===== config.mk =====
export PLATFORM = sky130hd
export DESIGN_NAME = irq_controller_flat
export DESIGN_NICKNAME = d
export VERILOG_FILES = /design/src/rtl/irq_controller_if.sv /design/src/rtl/irq_controller.sv /design/src/flat_wrapper.sv
export SDC_FILE = /design/constraint.sdc
export NUM_CORES = 1
export LEC_CHECK = 0
export ABC_AREA = 1
export CAP_MARGIN = 30
export CORE_ASPECT_RATIO = 1.25
export CORE_MARGIN = 3
export CORE_UTILIZATION = 40
export DETAILED_ROUTE_END_ITERATION = 6
export GPL_TIMING_DRIVEN = 1
export HOLD_SLACK_MARGIN = 0.1
export PLACE_DENSITY = 0.66
export SYNTH_ARGS = -nofsm -noshare
export SYNTH_HDL_FRONTEND = slang
export SYNTH_HIERARCHICAL = 1
export SYNTH_SLANG_ARGS = --single-unit

===== constraint.sdc =====
create_clock -name clk -period 3.2 [get_ports clk]
set_clock_uncertainty 0.1 [all_clocks]
set_input_delay 0.48 -clock clk [delete_from_list [all_inputs] [get_ports clk]]
set_output_delay 0.48 -clock clk [all_outputs]
set_load 0.05 [all_outputs]

===== src/rtl/irq_controller_if.sv =====
// Core-side handshake of the interrupt controller.
// The controller drives INT/NMI/INTD/irq_id; the core returns INA and eoi.
interface irq_controller_if #(
  parameter int ID_W = 3
);
  logic            INT;
  logic            NMI;
  logic            INTD;
  logic [ID_W-1:0] irq_id;
  logic            INA;
  logic            eoi;

  modport master (output INT, NMI, INTD, irq_id, input INA, eoi);
  modport slave  (input INT, NMI, INTD, irq_id, output INA, eoi);
endinterface


===== src/rtl/irq_controller.sv =====
// Priority interrupt controller: edge-latched sources, mask, fixed priority
// (index 0 highest), NMI with one level of pre-emption of a maskable service.

// Per-source edge detector with pending and sticky overrun bits.
module irq_src_cell (
  input  logic clk,
  input  logic rst_n,
  input  logic src_i,
  input  logic clr_i,
  input  logic ovr_clr_i,
  output logic pend_o,
  output logic ovr_o
);
  logic prev_q, pend_q, ovr_q, pend_d, ovr_d, rise;

  assign rise = src_i & ~prev_q;

  // A new edge beats an ack-clear; overrun only when the old request survives.
  always_comb begin
    pend_d = rise | (pend_q & ~clr_i);
    ovr_d  = (rise & pend_q & ~clr_i) | (ovr_q & ~ovr_clr_i);
  end

  // Edge history, pending and overrun state.
  always_ff @(posedge clk or negedge rst_n) begin
    if (!rst_n) begin
      prev_q <= 1'b0;
      pend_q <= 1'b0;
      ovr_q  <= 1'b0;
    end else begin
      prev_q <= src_i;
      pend_q <= pend_d;
      ovr_q  <= ovr_d;
    end
  end

  assign pend_o = pend_q;
  assign ovr_o  = ovr_q;
endmodule

module irq_controller #(
  parameter int NUM_SRC = 8,
  parameter int ID_W    = 3
) (
  input  logic               clk,
  input  logic               rst_n,
  input  logic [NUM_SRC-1:0] irq_src,
  input  logic               nmi_src,
  input  logic               mask_we,
  input  logic [NUM_SRC-1:0] mask_wdata,
  input  logic               ovr_clr,
  output logic [NUM_SRC-1:0] pending,
  output logic [NUM_SRC-1:0] overrun,
  irq_controller_if.master   core
);
  typedef enum logic [2:0] {IDLE, REQ_INT, SVC_INT, REQ_NMI, SVC_NMI} state_t;

  state_t            state_q, state_d;
  logic              int_q, int_d, nmi_q, nmi_d, intd_q, intd_d;
  logic              saved_q, saved_d;
  logic [ID_W-1:0]   id_q, id_d;
  logic [NUM_SRC-1:0] mask_q, pend_clr, req;
  logic              nmi_prev_q, nmi_pend_q, nmi_clr;
  logic              ack_int, win_vld;
  logic [ID_W-1:0]   win_id;

  assign ack_int = (state_q == REQ_INT) & core.INA;
  assign nmi_clr = (state_q == REQ_NMI) & core.INA;

  for (genvar i = 0; i < NUM_SRC; i++) begin : g_src
    assign pend_clr[i] = ack_int & (id_q == ID_W'(i));
    irq_src_cell u_cell (
      .clk      (clk),
      .rst_n    (rst_n),
      .src_i    (irq_src[i]),
      .clr_i    (pend_clr[i]),
      .ovr_clr_i(ovr_clr),
      .pend_o   (pending[i]),
      .ovr_o    (overrun[i])
    );
  end

  assign req = pending & mask_q;

  // Fixed priority: scanning downward leaves the lowest requesting index.
  always_comb begin
    win_vld = 1'b0;
    win_id  = '0;
    for (int i = NUM_SRC - 1; i >= 0; i--) begin
      if (req[i]) begin
        win_vld = 1'b1;
        win_id  = ID_W'(i);
      end
    end
  end

  // Mask register and NMI edge/pending; a fresh NMI edge survives its own ack.
  always_ff @(posedge clk or negedge rst_n) begin
    if (!rst_n) begin
      mask_q     <= '0;
      nmi_prev_q <= 1'b0;
      nmi_pend_q <= 1'b0;
    end else begin
      if (mask_we) mask_q <= mask_wdata;
      nmi_prev_q <= nmi_src;
      nmi_pend_q <= (nmi_src & ~nmi_prev_q) | (nmi_pend_q & ~nmi_clr);
    end
  end

  // Next state and registered outputs; irq_id is held across NMI pre-emption.
  always_comb begin
    state_d = state_q;
    int_d   = int_q;
    nmi_d   = nmi_q;
    intd_d  = intd_q;
    saved_d = saved_q;
    id_d    = id_q;
    case (state_q)
      IDLE: begin
        if (nmi_pend_q) begin
          state_d = REQ_NMI;
          nmi_d   = 1'b1;
        end else if (win_vld) begin
          state_d = REQ_INT;
          id_d    = win_id;
          int_d   = 1'b1;
        end
      end
      REQ_INT: begin
        if (core.INA) begin
          int_d   = 1'b0;
          intd_d  = 1'b1;
          state_d = SVC_INT;
        end
      end
      SVC_INT: begin
        if (core.eoi) begin
          intd_d  = 1'b0;
          state_d = IDLE;
        end else if (nmi_pend_q) begin
          saved_d = 1'b1;
          nmi_d   = 1'b1;
          state_d = REQ_NMI;
        end
      end
      REQ_NMI: begin
        if (core.INA) begin
          nmi_d   = 1'b0;
          intd_d  = 1'b1;
          state_d = SVC_NMI;
        end
      end
      SVC_NMI: begin
        if (core.eoi) begin
          if (saved_q) begin
            saved_d = 1'b0;
            state_d = SVC_INT;
          end else begin
            intd_d  = 1'b0;
            state_d = IDLE;
          end
        end
      end
      default: state_d = IDLE;
    endcase
  end

  // FSM state and output registers.
  always_ff @(posedge clk or negedge rst_n) begin
    if (!rst_n) begin
      state_q <= IDLE;
      int_q   <= 1'b0;
      nmi_q   <= 1'b0;
      intd_q  <= 1'b0;
      saved_q <= 1'b0;
      id_q    <= '0;
    end else begin
      state_q <= state_d;
      int_q   <= int_d;
      nmi_q   <= nmi_d;
      intd_q  <= intd_d;
      saved_q <= saved_d;
      id_q    <= id_d;
    end
  end

  assign core.INT    = int_q;
  assign core.NMI    = nmi_q;
  assign core.INTD   = intd_q;
  assign core.irq_id = id_q;
endmodule


===== src/flat_wrapper.sv =====
// flat-port wrapper written by rule: the top's interface ports become plain ports
module irq_controller_flat 
#(
  parameter int NUM_SRC = 8,
  parameter int ID_W    = 3
)
  (clk, rst_n, irq_src, nmi_src, mask_we, mask_wdata, ovr_clr, pending, overrun, core_INT, core_NMI, core_INTD, core_irq_id, core_INA, core_eoi);
  irq_controller_if #(.ID_W(ID_W)) core_i ();
  input  logic clk;
  input  logic rst_n;
  input  logic [NUM_SRC-1:0] irq_src;
  input  logic nmi_src;
  input  logic mask_we;
  input  logic [NUM_SRC-1:0] mask_wdata;
  input  logic ovr_clr;
  output logic [NUM_SRC-1:0] pending;
  output logic [NUM_SRC-1:0] overrun;
  output wire logic [$bits(core_i.INT)-1:0] core_INT;
  output wire logic [$bits(core_i.NMI)-1:0] core_NMI;
  output wire logic [$bits(core_i.INTD)-1:0] core_INTD;
  output wire logic [$bits(core_i.irq_id)-1:0] core_irq_id;
  input wire logic [$bits(core_i.INA)-1:0] core_INA;
  input wire logic [$bits(core_i.eoi)-1:0] core_eoi;
  assign core_INT = core_i.INT;
  assign core_NMI = core_i.NMI;
  assign core_INTD = core_i.INTD;
  assign core_irq_id = core_i.irq_id;
  assign core_i.INA = core_INA;
  assign core_i.eoi = core_eoi;
  irq_controller #(.NUM_SRC(NUM_SRC), .ID_W(ID_W)) u_core (.clk(clk), .rst_n(rst_n), .irq_src(irq_src), .nmi_src(nmi_src), .mask_we(mask_we), .mask_wdata(mask_wdata), .ovr_clr(ovr_clr), .pending(pending), .overrun(overrun), .core(core_i));
endmodule

After elaboration in Yosys (flattened, before gate mapping)
Cells that the tools add are included.
Word-level totals
  output and inout bits: 22
  logic and storage cells: 199
  ROM bits: 0
  RAM bits: 0
  memories kept: 0
  flip-flop bits (word level): 44
  latch bits: 0
  bits of input ports: 23
Cells by class
  multipliers: 0
  eq/ne operators: 23
  magnitude comparators: 0
  shift-type cells: 0
  bitwise logic cells: 90
  divide/modulo/power cells: 0
  muxes and demuxes: 40
  reductions and logical operators: 13
  add/sub/neg operators: 0
Operators by type and width (number)
  bitwise AND 1 bit: 52
  2-to-1 mux 3 bit: 15
  NOT 1 bit: 20
  2-to-1 mux 1 bit: 19
  bitwise OR 1 bit: 17
  == test 3 bit (second input constant): 5
  case mux 3 bit (5 select lines): 1
  inequality test 2 bit (second input constant): 7
  == test 3 x 2 -> 1 bit (second input constant): 4
  AND reduction 5 bit: 2
  bitwise AND 8 bit: 1
  AND reduction 4 bit: 2
  == test 3 x 1 -> 1 bit (second input constant): 2
  zero test 3 bit: 2
  inequality test 2 x 1 -> 1 bit (second input constant): 3
  case mux 1 bit (3 select lines): 2
  AND reduction 3 bit: 2
  nonzero test 3 bit: 2
  case mux 1 bit (2 select lines): 2
  nonzero test 2 bit: 2
  inequality test 3 x 1 -> 1 bit (second input constant): 1
  inequality test 3 x 2 -> 1 bit (second input constant): 1
  2-to-1 mux 2 bit: 1
  OR reduction 2 bit: 1

Depth between registers and ports, before layout
Gate-level depths: netlist of the first run.
  word-level depth: 12
  mapped depth: 10
  gate-level depth less buffers: 10

Hierarchy
The synthesis of the first run kept the hierarchy.
By module, submodules not included
  irq_controller: cells an instance 141, instances 1, area each 1069.8 um^2, sequential area each 500.5 um^2
  irq_src_cell: cells an instance 14, instances 8, area each 120.1 um^2, sequential area each 75.1 um^2

Least setup slack after synthesis of the first run
OpenSTA, ideal clock, no wires.
  path type: reg-to-reg
  start: reg u_core.g_src[3].u_cell.pend_q
  end: reg u_core.id_q[1], in the netlist u_core/core.irq_id[1]
  library setup time: 0.127 ns
  clock period less this slack: 1.459 ns
  stages on the path, launching flop included: 8
  path buffers: 0
  setup slack: 1.741 ns
  data required time: 2.973 ns
  data arrival time: 1.231 ns
  path through: dfrtp_1 -> nand2_1 -> nand2_1 -> nor2_1 -> nand2_1 -> nand3_2 -> nand2_1 -> o21ai_0
On the way
  word-level cells in the longest chain between the ends: 6
  elaborated cells between the ends (all ways): 10
  classes of those cells: mux: 8; bitwise: 1; reduce/logical: 1
Ends and longest elaborated chain
  start: declaration: RTL line irq_controller.sv:14  | logic prev_q, pend_q, ovr_q, pend_d, ovr_d, rise;
  start signal: assignment: RTL line irq_controller.sv:32  | pend_q <= pend_d;
  bitwise AND 8 bit (*): RTL line irq_controller.sv:83  | assign req = pending & mask_q;
  2-to-1 mux 1 bit (4 in a row): RTL line irq_controller.sv:90  | if (req[i]) begin
  AND reduction 3 bit (no source line)
  end signal: assignment: RTL line irq_controller.sv:183  | id_q <= id_d;
  end: declaration: RTL line irq_controller.sv:61  | logic [ID_W-1:0] id_q, id_d;
Mark *: on every way between the ends. The rest lies on a longest branch, timed or not.
A chain may end at the register's enable or synchronous reset.

Worst setup path in the final report of the first run
  start: reg u_core.id_q[1], in the netlist u_core/core.irq_id[1]
  end: out core_irq_id[1]
RTL lines
  end: declaration: RTL line flat_wrapper.sv:21  | output wire logic [$bits(core_i.irq_id)-1:0] core_irq_id;
No word-level cell between the ends.

==> flow_summary_export.csv, run 1 <==
group,metric,value,unit
power_and_ir_drop,pwr-share-seq,37.3,%
final_layout,fin_nets,328,
route,top_layer,"met4",
final_layout,stdcell_area,2674,µm²
power_and_ir_drop,total_power,2.053,mW
worst_setup_path,critPathLaunchType,"flip-flop",
timing,setup_violations,0,
floorplan,initial_core_util,42.00,%
power_and_ir_drop,combPwrFrac,42.8,%
worst_setup_path,worst_r2r_path_depth,8,
logic_synthesis,synthCells,253,
global_route,grt_pass1_wl,7424,µm
route,first_iter_violations,79,
final_layout,nFillCells,459,
route,wl_per_cell,11.65,µm
final_layout,fin_util,55.31,%
worst_setup_path,r2r_end,"u_core/g_src[5].u_cell/ovr_o",
route,dr.pass1.iters,4,
timing,timing.hold.ws,0.3214,ns
timing,min_period,2.138,ns
final_layout,syn_to_final_growth,31.67,%
final_layout,drive_gt1_share,9.804,%
power_and_ir_drop,p_int,1.202,mW
floorplan,core,4835,µm²
timing,hold_viol,0,
placement,placed_cell_area,2556,µm²
logic_synthesis,synth-seq-cells,44,
worst_setup_path,critPathKind,"flip-flop to primary output",
worst_setup_path,crit_chain,"clkdlybuf4s50_1",
worst_setup_path,crit_cells,1,
timing,fmax,0.4678,GHz
logic_synthesis,ys_top_cells_by_area,"dfrtp_1 54%, nand2_1 15%, inv_1 9.1%",
timing,setup_slack,1.062,ns
worst_setup_path,cp_max_fo,5,
route,wl_met2,2175,µm
worst_setup_path,slowest_delay,0.83,ns
run_status,outcome,"finished, final reports clean",
global_route,antenna_found_initial,0,
route,routed-via-count,1691,
worst_setup_path,endpoint,"core_irq_id[1]",
power_and_ir_drop,power_density,768.0,nW/µm²
route,finalWirelength,4264,µm
final_layout,layout_commonest_cell,"nand2_1",
logic_synthesis,yosysTopAreaCellShare,54.22,%
timing,grt_setup_unrepaired,"false",
route,remaining_drc_errors,0,
logic_synthesis,syn_nets,276,
global_route,grt_pass1_vias,1706,
route,wl_met3,205,µm
worst_setup_path,crit_start,"u_core/core.irq_id[1]",
floorplan,die_h,85.66,µm
final_layout,diodes,0,
placement,pre_cts_slack,1.342,ns
placement,port_buffers,44,
logic_synthesis,seq_area_frac_synth,54.22,%
timing,setup_tns,0,ns
placement,place_hpwl,3335,µm
cts,clockBufferDepth,2,
cts,holdBufCountCts,1,
worst_setup_path,cp_top_family,"buffers and inverters",
flow_run,maxCapViolations,0,
power_and_ir_drop,p_leak,1.404,nW
timing,drv_slew,0,
global_route,gr-usage-all-layers,15.44,%
global_route,grt_max_degree,32,
logic_synthesis,avgSynthCellArea,8.026,µm²
worst_setup_path,r2r_start,"u_core/state_q[2]",
placement,dp.cells,357,
worst_setup_path,critPathBufInv,1,
cts,cts_max_level,2,
timing,slew_headroom,65.99,%
min_path,hp-class,"flip-flop to flip-flop",
floorplan,fp.dieW,69.73,µm
cts,cts_resized,0,
worst_setup_path,cp.arrival,1.56,ns
timing,timing.final.crit_share,66.81,%
cts,worstSkewPairLatency,0.29,ns
logic_synthesis,syn_area,2031,µm²
power_and_ir_drop,clkPwrFrac,19.9,%
power_and_ir_drop,p_switching,0.8519,mW
worst_setup_path,crit_slowest_cell,"clkdlybuf4s50_1",
cts,cts_sinks,44,
cts,clkTransAtPathRegs,0.08,ns
logic_synthesis,synth.distinct_cells,16,
worst_setup_path,reg2reg_slack,1.62,ns
timing,tightest_slew,0.5086,ns
logic_synthesis,yosysWarnings,6,
cts,post_cts_buffers,0,
cts,tritoncts,"yes",
route,antenna_left,0,
final_layout,fin_cells,366,
floorplan,dieArea,5973,µm²
cts,cts_made_buffers,5,
worst_setup_path,cp.required,2.62,ns
global_route,grt_remaining_overflow,0,
floorplan,ios,45,
route,vias_per_cell,4.620,
power_and_ir_drop,swShare,41.49,%
final_layout,mostFrequentLayoutCells,"83 x nand2_1, 49 x inv_1, 44 x dfrtp_1, 43 x clkdlybuf4s50_1, 25 x nor2_1",
worst_setup_path,worstSetupEndpointType,"primary output",
power_and_ir_drop,vdd_drop_max,369.1,µV
floorplan,rows,28,
logic_synthesis,synth_area_leader_cell,"dfrtp_1",
cts,cts-root-buf,"clkbuf_8",
route,wl_met1,1787,µm
placement,gp_congestion,0.7826,
-- final cells by class --
cell class                      instances  area [µm²]  area share [%]
Sequential cell                        44        1101           41.18
Multi-Input combinational cell        159       740.7           27.70
Timing Repair Buffer                   46       465.4           17.41
Inverter                               49       183.9           6.879
Tap cell                               60       75.07           2.808
Clock buffer                            6       72.57           2.714
Clock inverter                          2       35.03           1.310
-- state kept, by name, summed over array words and instances, names as in the netlist --
name,cells
u_core/nmi_pend_q,1
u_core/core.INTD,1
u_core/g_src.u_cell/ovr_o,8
u_core/g_src.u_cell/prev_q,8
u_core/mask_q,8
u_core/core.INT,1
u_core/nmi_prev_q,1
u_core/state_q,3
u_core/core.NMI,1
u_core/saved_q,1
u_core/g_src.u_cell/pend_o,8
u_core/core.irq_id,3
-- power groups by stage --
stage,logic (mW),registers [mW],clock network [mW]
floorplan,0.364,1.00,0
finish,0.878,0.766,0.409
global route,0.968,0.784,0.453
CTS,0.887,0.767,0.431
detailed placement,0.883,0.776,0
global placement,0.868,0.778,0
-- worst min path at each step --
| stage | startpoint | end | slack (ns) | cells past startpoint |
|---|---|---|---|---|
| final | u_core/nmi_prev_q | u_core/nmi_pend_q | 0.32 | 1 |
| after global routing | u_core/nmi_prev_q | u_core/nmi_pend_q | 0.36 | 1 |
| after CTS | u_core/nmi_prev_q | u_core/nmi_pend_q | 0.33 | 1 |
| after detailed placement | rst_n | u_core/g_src[1].u_cell/prev_q | 0.31 | 1 |
| after global placement | u_core/nmi_prev_q | u_core/nmi_pend_q | 0.31 | 1 |
| after floorplan | rst_n | u_core/core.INT | 0.08 | 0 |
-- cell usage after synthesis --
| master | n |
|---|---|
| nand2_1 | 83 |
| inv_1 | 49 |
| dfrtp_1 | 44 |
| nor2_1 | 25 |
| o21ai_0 | 15 |
| nor2_2 | 10 |
| mux2_2 | 8 |
| nand3_1 | 6 |
| a21oi_1 | 3 |
| nand3_2 | 2 |
| nor3_1 | 2 |
| o21ai_1 | 2 |
| a41oi_1 | 1 |
| buf_2 | 1 |
| nand2_2 | 1 |
| o21bai_1 | 1 |
-- worst reg2reg max path, delay by kind of cell, from the launching register on --
kind / cells / cell delay (ns)
DFF: 1 / 0.44
and+or+nand+nor: 7 / 0.86
buffers and inverters: 1 / 0.09
-- cells by family after synthesis --
family / count (synthesis) / synth area share (%)
buffers and inverters: 50 / 9.304
muxes: 8 / 4.436
DFF: 44 / 54.22
and+or+nand+nor: 129 / 26.31
AOI/OAI and AO/OA: 22 / 5.730
-- per-layer routing --
| layer | global-route usage, % | vias to the layer above |
|---|---|---|
| met5 | 0 | - |
| met4 | 6.098 | 0 |
| met3 | 3.751 | 9 |
| met2 | 26.13 | 43 |
| met1 | 19.08 | 772 |
| li1 | - | 867 |
Note: power is estimated with default switching activity, not from simulation.
==> inputs of run 2 (changes only) <==
--- a/config.mk
+++ b/config.mk
@@ -13,7 +13,7 @@
 export DETAILED_ROUTE_END_ITERATION = 6
 export GPL_TIMING_DRIVEN = 1
 export HOLD_SLACK_MARGIN = 0.1
-export PLACE_DENSITY = 0.66
+export PLACE_DENSITY = 0.68
 export SYNTH_ARGS = -nofsm -noshare
 export SYNTH_HDL_FRONTEND = slang
 export SYNTH_HIERARCHICAL = 1
==> constraint.sdc (replaced) <==
create_clock -name clk -period 1.9 [get_ports clk]
set_clock_uncertainty 0.1 [all_clocks]
set_input_delay 0.285 -clock clk [delete_from_list [all_inputs] [get_ports clk]]
set_output_delay 0.285 -clock clk [all_outputs]
set_load 0.05 [all_outputs]
==> run 2 against run 1 <==
  * Register-to-register slack got worse by 1.3 ns
  * Critical path depth did not move
  * Sequential share of layout area barely moved
  * Final cell count rose by 0.27%
  * Critical path type unchanged
  * Highest routed layer unchanged
==> flow_summary_export.csv, run 2 (synthesis results as in run 1) <==
group,metric,value,unit
timing,drv_slew,0,
route,wl_met2,2256,µm
timing,timing.final.crit_share,96.83,%
worst_setup_path,cp.required,1.51,ns
placement,pre_cts_slack,0.2224,ns
flow_run,maxCapViolations,0,
final_layout,fin_nets,329,
route,wl_per_cell,11.64,µm
min_path,hp-class,"flip-flop to flip-flop",
timing,setup_tns,0,ns
global_route,grt_remaining_overflow,0,
cts,cts_made_buffers,5,
route,remaining_drc_errors,0,
final_layout,mostFrequentLayoutCells,"83 x nand2_1, 49 x inv_1, 44 x dfrtp_1, 25 x nor2_1",
worst_setup_path,cp.arrival,1.45,ns
cts,cts-root-buf,"clkbuf_8",
cts,tritoncts,"yes",
placement,gp_congestion,0.8285,
floorplan,initial_core_util,42.00,%
global_route,grt_pass1_vias,1707,
worst_setup_path,crit_slowest_cell,"clkdlybuf4s50_1",
global_route,gr-usage-all-layers,15.24,%
floorplan,dieArea,5973,µm²
floorplan,ios,45,
timing,fmax,0.5436,GHz
cts,clkTransAtPathRegs,0.08,ns
timing,setup_slack,0.06026,ns
route,first_iter_violations,77,
route,top_layer,"met4",
floorplan,die_h,85.66,µm
worst_setup_path,worstSetupEndpointType,"primary output",
timing,slew_headroom,63.56,%
cts,cts_max_level,2,
floorplan,core,4835,µm²
global_route,antenna_found_initial,0,
worst_setup_path,cp_max_fo,2,
route,routed-via-count,1700,
power_and_ir_drop,p_leak,1.452,nW
final_layout,syn_to_final_growth,31.61,%
cts,clockBufferDepth,2,
route,dr.pass1.iters,4,
timing,setup_violations,0,
power_and_ir_drop,vdd_drop_max,655.2,µV
timing,hold_viol,0,
placement,place_hpwl,3404,µm
floorplan,fp.dieW,69.73,µm
cts,worstSkewPairLatency,0.29,ns
cts,post_cts_buffers,0,
worst_setup_path,crit_chain,"clkdlybuf4s50_1",
worst_setup_path,slowest_delay,0.81,ns
route,wl_met1,1740,µm
route,wl_met3,244,µm
route,finalWirelength,4273,µm
cts,cts_sinks,44,
worst_setup_path,critPathLaunchType,"flip-flop",
final_layout,layout_commonest_cell,"nand2_1",
timing,min_period,1.840,ns
power_and_ir_drop,power_density,1381,nW/µm²
global_route,grt_pass1_wl,7238,µm
route,antenna_left,0,
worst_setup_path,critPathBufInv,1,
timing,tightest_slew,0.5466,ns
run_status,outcome,"finished, final reports clean",
worst_setup_path,cp_top_family,"buffers and inverters",
floorplan,rows,28,
route,vias_per_cell,4.632,
placement,dp.cells,358,
timing,grt_setup_unrepaired,"false",
placement,port_buffers,44,
global_route,grt_max_degree,26,
final_layout,drive_gt1_share,16.94,%
final_layout,fin_cells,367,
final_layout,diodes,0,
worst_setup_path,critPathKind,"flip-flop to primary output",
-- run 2: changes by cell type in the layout (fill, tap and decap cells not counted), sizes merged --
cell           delta
buf              +21
dlymetal6s2s      +1
clkdlybuf4s50    -21
clkbuf            -1
clkinv            -1
bufinv            +2
-- run 2: layout make-up --
class                   instances  area [µm²]
multi-input cells             159       740.7
repair buffers                 47       412.9
clock buffers                   5       68.82
fillers                       447        2162
flip-flops and latches         44        1101
inverters                      49       183.9
clock inverters                 3       90.09
well taps                      60       75.07
-- run 2: through the flow --
stage                     hold slack (ns)  power, mW  utilization [%]  cell area (µm²)
after global placement             0.2089      2.729            51.73             2501
after global routing               0.3401      3.940            55.28             2673
after floorplan                   -0.1106      2.305                -             2031
final                              0.3261      3.692            55.28             2673
after CTS                          0.3346      3.734            55.23             2670
after detailed placement           0.2056      2.752            51.73             2501
-- run 2: worst paths after layout --
check                                                   from                             to  slack (ns)  cells after the start
worst max-delay path            u_core/g_src[0].u_cell/ovr_o                     overrun[0]        0.06                      1
worst min-delay path                       u_core/nmi_prev_q              u_core/nmi_pend_q        0.33                      1
worst max register to register             u_core/state_q[2]   u_core/g_src[4].u_cell/ovr_o        0.32                      8
worst min register to register             u_core/nmi_prev_q              u_core/nmi_pend_q        0.33                      1
max in group asynchronous                              rst_n               u_core/mask_q[3]        0.71                      3
min in group asynchronous                              rst_n  u_core/g_src[1].u_cell/prev_q        0.41                      2
-- run 2: power by group --
group	internal, mW	switching, mW	total, mW
logic	0.457	0.976	1.43
clock network	0.657	0.309	0.966
registers	1.13	0.158	1.29
total	2.25	1.44	3.69
-- run 2: worst register-to-register path: cells and delay by family (launching register included) --
kind,cells,cell delay [ns]
AND/OR/NAND/NOR,7,0.89
flip-flops,1,0.43
buffers and inverters,1,0.08
-- run 2: routing by layer --
layer	up-vias	track usage, %
li1	869	-
met1	788	17.03
met2	39	28.21
met3	4	4.572
met4	0	4.007
met5	-	0
-- run 2: what timing repair did --
| item | 4_1_cts | 5_1_grt |
|---|---|---|
| gates resized for setup | 0 | 1 |
| setup endpoints to repair | 0 | 1 |
| hold endpoints to repair | 23 | 0 |
| hold buffers | 1 | 0 |
==> inputs of run 3 (changes only) <==
--- a/config.mk
+++ b/config.mk
@@ -18,3 +18,4 @@
 export SYNTH_HDL_FRONTEND = slang
 export SYNTH_HIERARCHICAL = 1
 export SYNTH_SLANG_ARGS = --single-unit
+export TNS_END_PERCENT = 5
==> results of run 3 <==
Same layout as run 2: the final DEF is identical, and so are final timing and power.
